## config.mk

```make
export PLATFORM = sky130hd
export DESIGN_NAME = soundrive_player
export DESIGN_NICKNAME = d
export VERILOG_FILES = /design/src/rtl/soundrive_pkg.sv /design/src/rtl/soundrive_fifo.sv /design/src/rtl/soundrive_player.sv
export SDC_FILE = /design/constraint.sdc
export NUM_CORES = 1
export LEC_CHECK = 0
export BUFFER_PORTS_ARGS = -buffer_cell sky130_fd_sc_hd__buf_4
export CORE_AREA = 4 4 169 171
export CTS_BUF_LIST = sky130_fd_sc_hd__clkbuf_4 sky130_fd_sc_hd__clkbuf_8
export DETAILED_ROUTE_END_ITERATION = 10
export DIE_AREA = 0 0 173 175
export HOLD_SLACK_MARGIN = 0.05
export PLACE_DENSITY = 0.68
export SYNTH_ARGS = -nofsm -noshare
export SYNTH_HDL_FRONTEND = slang
export SYNTH_SLANG_ARGS = --single-unit
```

## constraint.sdc

```tcl
create_clock -name clk -period 7.05 [get_ports clk]
set_input_delay 0.705 -clock clk [delete_from_list [all_inputs] [get_ports clk]]
set_output_delay 0.705 -clock clk [all_outputs]
set_load 0.005 [all_outputs]
```

## src/rtl/soundrive_pkg.sv

```systemverilog
// Shared constants for the Soundrive playback block: channel indices, frame lanes.
// Latency: n/a (constants and a pure combinational helper).
// Backpressure: n/a.
package soundrive_pkg;

  localparam int FRAME_W = 32;

  // Channel register indices (A/B feed the left mix, C/D the right).
  localparam logic [1:0] CH_A = 2'd0;
  localparam logic [1:0] CH_B = 2'd1;
  localparam logic [1:0] CH_C = 2'd2;
  localparam logic [1:0] CH_D = 2'd3;

  // Byte lanes within a 32-bit frame; lane 0 sits in bits [7:0].
  localparam logic [1:0] LANE_0 = 2'd0;
  localparam logic [1:0] LANE_1 = 2'd1;
  localparam logic [1:0] LANE_2 = 2'd2;
  localparam logic [1:0] LANE_3 = 2'd3;

  // Pick one byte lane out of a frame.
  function automatic logic [7:0] frame_byte(input logic [FRAME_W-1:0] frame,
                                            input logic [1:0]         lane);
    logic [7:0] b;
    case (lane)
      LANE_0:  b = frame[7:0];
      LANE_1:  b = frame[15:8];
      LANE_2:  b = frame[23:16];
      default: b = frame[31:24];
    endcase
    return b;
  endfunction

endpackage

```

## src/rtl/soundrive_fifo.sv

```systemverilog
// Synchronous frame FIFO with first-word-fall-through head and flush.
// Latency: a pushed frame appears at the head on the cycle after the push.
// Backpressure: caller must not push when full or pop when empty; flush wins over both.
module soundrive_fifo
  import soundrive_pkg::*;
#(
  parameter int DEPTH = 8
) (
  input  logic                     clk,
  input  logic                     reset,
  input  logic                     flush_i,
  input  logic                     push_i,
  input  logic [FRAME_W-1:0]       push_dat_i,
  input  logic                     pop_i,
  output logic [FRAME_W-1:0]       head_o,
  output logic                     full_o,
  output logic                     empty_o,
  output logic [$clog2(DEPTH):0]   level_o
);

  localparam int AW = $clog2(DEPTH);
  localparam logic [AW:0] FULL_LVL = (AW+1)'(DEPTH);

  logic [FRAME_W-1:0] mem_q [DEPTH];
  logic [AW:0]        wr_ptr_q, wr_ptr_d;
  logic [AW:0]        rd_ptr_q, rd_ptr_d;

  // Pointer next-state: the extra top bit distinguishes full from empty.
  always_comb begin
    wr_ptr_d = wr_ptr_q;
    rd_ptr_d = rd_ptr_q;
    if (flush_i) begin
      wr_ptr_d = '0;
      rd_ptr_d = '0;
    end else begin
      if (push_i) wr_ptr_d = wr_ptr_q + 1'b1;
      if (pop_i)  rd_ptr_d = rd_ptr_q + 1'b1;
    end
  end

  // Pointer registers.
  always_ff @(posedge clk) begin
    if (reset) begin
      wr_ptr_q <= '0;
      rd_ptr_q <= '0;
    end else begin
      wr_ptr_q <= wr_ptr_d;
      rd_ptr_q <= rd_ptr_d;
    end
  end

  // Storage array; no reset needed since occupancy is tracked by the pointers.
  always_ff @(posedge clk) begin
    if (push_i && !flush_i) mem_q[wr_ptr_q[AW-1:0]] <= push_dat_i;
  end

  assign head_o  = mem_q[rd_ptr_q[AW-1:0]];
  assign level_o = wr_ptr_q - rd_ptr_q;
  assign empty_o = (wr_ptr_q == rd_ptr_q);
  assign full_o  = (level_o == FULL_LVL);

endmodule

```

## src/rtl/soundrive_player.sv

```systemverilog
// Soundrive DAC playback scheduler: buffers frames, releases them on a period tick, merges CPU writes.
// Latency: channel registers update on the edge after a tick or CPU write (1 cycle).
// Backpressure: s_ready drops when the FIFO is full or playback is disabled; dma_req asks for refills.
module soundrive_player
  import soundrive_pkg::*;
#(
  parameter int DEPTH  = 8,
  parameter int LOW_WM = 2
) (
  input  logic                   clk,
  input  logic                   reset,
  input  logic                   cfg_en,
  input  logic                   cfg_mono,
  input  logic [15:0]            cfg_div,
  input  logic                   cpu_wr,
  input  logic [1:0]             cpu_ch,
  input  logic [7:0]             cpu_di,
  input  logic                   s_valid,
  input  logic [FRAME_W-1:0]     s_data,
  output logic                   s_ready,
  output logic                   dma_req,
  output logic [$clog2(DEPTH):0] fifo_level,
  output logic                   underrun,
  output logic [7:0]             outa,
  output logic [7:0]             outb,
  output logic [7:0]             outc,
  output logic [7:0]             outd
);

  localparam int LW = $clog2(DEPTH) + 1;

  logic [15:0]        cnt_q, cnt_d;
  logic [1:0]         idx_q, idx_d;
  logic               mono_q;
  logic [3:0][7:0]    ch_q, ch_d;

  logic [FRAME_W-1:0] head;
  logic               full, empty;
  logic               push, pop, tick, play, mono_chg;
  logic [1:0]         idx_cur;

  // Disabling playback flushes the buffer; frames offered then are refused.
  assign s_ready  = cfg_en && !full;
  assign push     = s_valid && s_ready;
  assign dma_req  = cfg_en && (fifo_level <= LW'(LOW_WM));

  assign tick     = cfg_en && (cnt_q == 16'd0);
  assign play     = tick && !empty;
  assign underrun = tick && empty;

  // A mode switch restarts byte stepping at lane 0 of the current head frame.
  assign mono_chg = (cfg_mono != mono_q);
  assign idx_cur  = mono_chg ? LANE_0 : idx_q;
  assign pop      = play && (!cfg_mono || (idx_cur == LANE_3));

  soundrive_fifo #(.DEPTH(DEPTH)) u_fifo (
    .clk        (clk),
    .reset      (reset),
    .flush_i    (!cfg_en),
    .push_i     (push),
    .push_dat_i (s_data),
    .pop_i      (pop),
    .head_o     (head),
    .full_o     (full),
    .empty_o    (empty),
    .level_o    (fifo_level)
  );

  // Period counter and mono byte index next-state; both restart while disabled.
  always_comb begin
    cnt_d = cnt_q;
    idx_d = idx_cur;
    if (!cfg_en) begin
      cnt_d = cfg_div;
      idx_d = LANE_0;
    end else begin
      cnt_d = (cnt_q == 16'd0) ? cfg_div : cnt_q - 16'd1;
      if (play && cfg_mono) idx_d = idx_cur + 2'd1;
    end
  end

  // Channel merge: DMA value on a playing tick, then a CPU write overrides its one channel.
  always_comb begin
    ch_d = ch_q;
    if (play) begin
      for (int i = 0; i < 4; i++) begin
        ch_d[i] = cfg_mono ? frame_byte(head, idx_cur) : frame_byte(head, 2'(i));
      end
    end
    if (cpu_wr) ch_d[cpu_ch] = cpu_di;
  end

  // State registers; counter reloads from cfg_div on reset.
  always_ff @(posedge clk) begin
    if (reset) begin
      cnt_q  <= cfg_div;
      idx_q  <= LANE_0;
      mono_q <= cfg_mono;
      ch_q   <= '0;
    end else begin
      cnt_q  <= cnt_d;
      idx_q  <= idx_d;
      mono_q <= cfg_mono;
      ch_q   <= ch_d;
    end
  end

  assign outa = ch_q[CH_A];
  assign outb = ch_q[CH_B];
  assign outc = ch_q[CH_C];
  assign outd = ch_q[CH_D];

endmodule

```

==> flow_metrics.env <==
export IMPL_status="finished clean"
export IMPL_critPathCaptureType="primary output"
export IMPL_rsz0062_at_grt="no"
export IMPL_fmax_mhz=281.9
export IMPL_drt_iter0_drc=756
export IMPL_port_buffers=102
export IMPL_wl_per_cell_um=23.33
export IMPL_post_cts_setup_buffer_count=0
export IMPL_cts_root_buf="clkbuf_8"
export IMPL_dpl_cell_count=1375
export IMPL_cts_resized=0
export IMPL_synth_edff_count=256
export IMPL_clock_skew_ps=26.00
export IMPL_ctsHoldBuffers=0
export IMPL_clkTransAtPathRegs_ps=60
export IMPL_postRouteAntennaNets=0
export IMPL_clockBufferDepth=3
export IMPL_min_period_ps=3547
export IMPL_grt_pass1_vias=8661
export IMPL_synth_cells=975
export IMPL_cap_violations=0
export IMPL_crit_arrival_ps=2840
export IMPL_grt_max_degree=69
export IMPL_fillers=2191
export IMPL_tightest_slew_ps=1306
export IMPL_core_area_um2=26880
export IMPL_io_pins=103
export IMPL_cellLeakagePower_nw=5.228
export IMPL_synth_compound_area_share=0.08543
export IMPL_synth_warnings=0
export IMPL_cts_buffers=51
export IMPL_synth_top_area_cell="edfxtp_1"
export IMPL_syn_area_um2=13400
export IMPL_overflow=0
export IMPL_num_rows=60
export IMPL_crit_path_cell_trace="inv_1 -> ha_1 -> fa_1 -> xor2_1 -> inv_1 -> a2111oi_0 -> buf_4"
export IMPL_synth_seq_cells=318
export IMPL_finalHoldViolCount=0
export IMPL_cp_required_ps=6340
export IMPL_instances_no_fill=1468
export IMPL_final_layout_size_suffix_gt1_frac=0.2034
export IMPL_async_flop_share=0
export IMPL_gp_congestion=0.8551
export IMPL_slowest_delay_ps=530
export IMPL_post_route_period_util=0.5031
export IMPL_cpMostUsedCell="inv_1"
export IMPL_yosys_area_share_simple=0.09626
export IMPL_min_path_type="input pin to flip-flop"
export IMPL_irDropWorstVdd_mv=0.1952
export IMPL_antenna_found_initial=1
export IMPL_htree_levels=2
export IMPL_cp_slowest_cell="dfxtp_1"
export IMPL_synth_fp_nets=1051
export IMPL_drc=0
export IMPL_synth_top_cell_area_share=0.5736
export IMPL_start_util=0.4986
export IMPL_cp_start_kind="flip-flop"
export IMPL_routed_wl_um=34240
export IMPL_area_growth_pct=15.58
export IMPL_maxSlewViolCount=0
export IMPL_die_area_um2=30280
export IMPL_synth_top_family_by_area="multiplexers"
export IMPL_yosysMostFrequentCell="edfxtp_1"
export IMPL_crit_fanout=8
export IMPL_die_h_um=175
export IMPL_setup_violations=0
export IMPL_max_slew_margin_rel=0.1277
export IMPL_synth_commonest_cells="edfxtp_1 (256), mux2i_1 (131), nor2_1 (79)"
export IMPL_dieWidth_um=173
export IMPL_p_per_area_nw_per_um2=245.0
export IMPL_clock_latency_ps=590
export IMPL_final_nets=1163
export IMPL_place_hpwl_um=21110
export IMPL_yosysSeqAreaShare=0.6662
export IMPL_yosys_area_share_adder=0.01176
export IMPL_grt_pass1_wl_um=52160
export IMPL_synth_cell_type_count=52
export IMPL_synth_xor_area_frac=0.01559
export IMPL_fin_tns_setup_ps=0
export IMPL_synthTopCellsByArea="edfxtp_1 (57%), mux2i_1 (9.8%), dfxtp_1 (9.3%), a22oi_1 (3.4%), nor2_1 (2.2%)"
export IMPL_avgSynthCellArea_um2=13.75
export IMPL_synthMuxAreaShare=0.09784
export IMPL_cts_tree="done"
export IMPL_ys_flop_type="edfxtp_1"
export IMPL_avgViaCountPerCell=5.845
export IMPL_clkSinkCount=318
export IMPL_drt_first_pass_iters=5
export IMPL_groute_usage_overall=0.2242
export IMPL_crit_type="flip-flop to primary output"
export IMPL_vias=8580
## cell usage in the layout, fill, tap and decap left out, types with 3 or more instances in the layout
master     synthesis  routed
a311oi_1           5       5
inv_1             14      14
buf_4             10     116
xor2_1             5       5
nor2_1            79      78
a2111oi_0         29      29
a21oi_1            9       9
mux2i_1          131     131
dfxtp_1           62      61
a311oi_2           7       7
edfxtp_1         256     256
clkinv_2           0       8
nand4_1            3       3
nor4_1             3       3
clkinv_1           1      13
nor3_2             0       7
nand2_1           64      64
ha_1              11      11
nor3_1            39      32
a31oi_1           10       9
nand3_1           23      23
xnor2_1           17      17
nor2b_1           31      29
clkbuf_8           0      56
nand2b_1           4       4
clkbuf_4           0      11
a22oi_1           61      61
o21ai_0           25      25
## metrics by stage
stage	hold slack [ps]	power, mW	utilization	setup slack, ps	area (um2)
after floorplan	468.5	2.196	-	2449	13400
after global placement	504.5	2.291	0.5390	3708	14490
after detailed placement	496.4	2.295	0.5390	3523	14490
after CTS	281.5	3.821	0.5763	3454	15490
after global routing	306.9	3.924	0.5764	3241	15490
final	319.0	3.795	0.5764	3503	15490
## worst max-delay path, delay by kind of cell (launching register included)
kind | cells | cell delay [ps]
AO/OA/AOI/OAI | 1 | 410
XOR/XNOR | 1 | 250
adder cells (fa/ha/maj) | 2 | 620
buffers and inverters | 3 | 460
flip-flops | 1 | 530
## state kept, by name, indices dropped and copies added, names as in the netlist, 4 cells and up, named ones only
name             count
cnt_q               16
outa                 8
outb                 8
outc                 8
outd                 8
u_fifo.mem_q       256
u_fifo.rd_ptr_q      4
u_fifo.wr_ptr_q      4
## power breakdown
part | switching, mW | internal (mW)
sequential | 0.0251 | 2.06
combinational | 0.100 | 0.0747
clock | 0.707 | 0.829
total | 0.833 | 2.96
## final cells by class
class                      count  area, um2  share of cell area
clock buffer                  67      853.3             0.05509
timing repair buffer         117      890.9             0.05751
clock inverter                25      147.6            0.009532
sequential                   318       8932              0.5767
multi-input combinational    583       4177              0.2696
tap                          341      426.7             0.02754
antenna                        1      2.502           0.0001616
inverter                      16      60.06            0.003877
## worst paths after layout
| check | from | endpoint | slack, ps | cells after the start |
|---|---|---|---|---|
| max | u_fifo.wr_ptr_q[0] | dma_req | 3500 | 7 |
| min reg2reg | cnt_q[0] | cnt_q[0] | 530 | 1 |
| min | cfg_div[11] | cnt_q[11] | 320 | 3 |
| max reg2reg | flip-flop | outc[0] | 3700 | 7 |
## cell families after synthesis
| logic type | after synthesis |
|---|---|
| AOI/OAI and AO/OA | 152 |
| muxes | 131 |
| and+or+nand+nor | 265 |
| adders and majority gates | 12 |
| xor gates and xnor gates | 23 |
| buffers and inverters | 74 |
| DFF | 318 |
## routing by layer
metal	wire length [um]	global-route usage	share of wire	up-vias
li1	-	-	-	3938
met4	804	0.07416	0.023	0
met2	15920	0.3593	0.46	400
met5	0	0	0	-
met1	14450	0.3051	0.42	4180
met3	3076	0.05193	0.090	62
(Power assumes the default switching activity.)
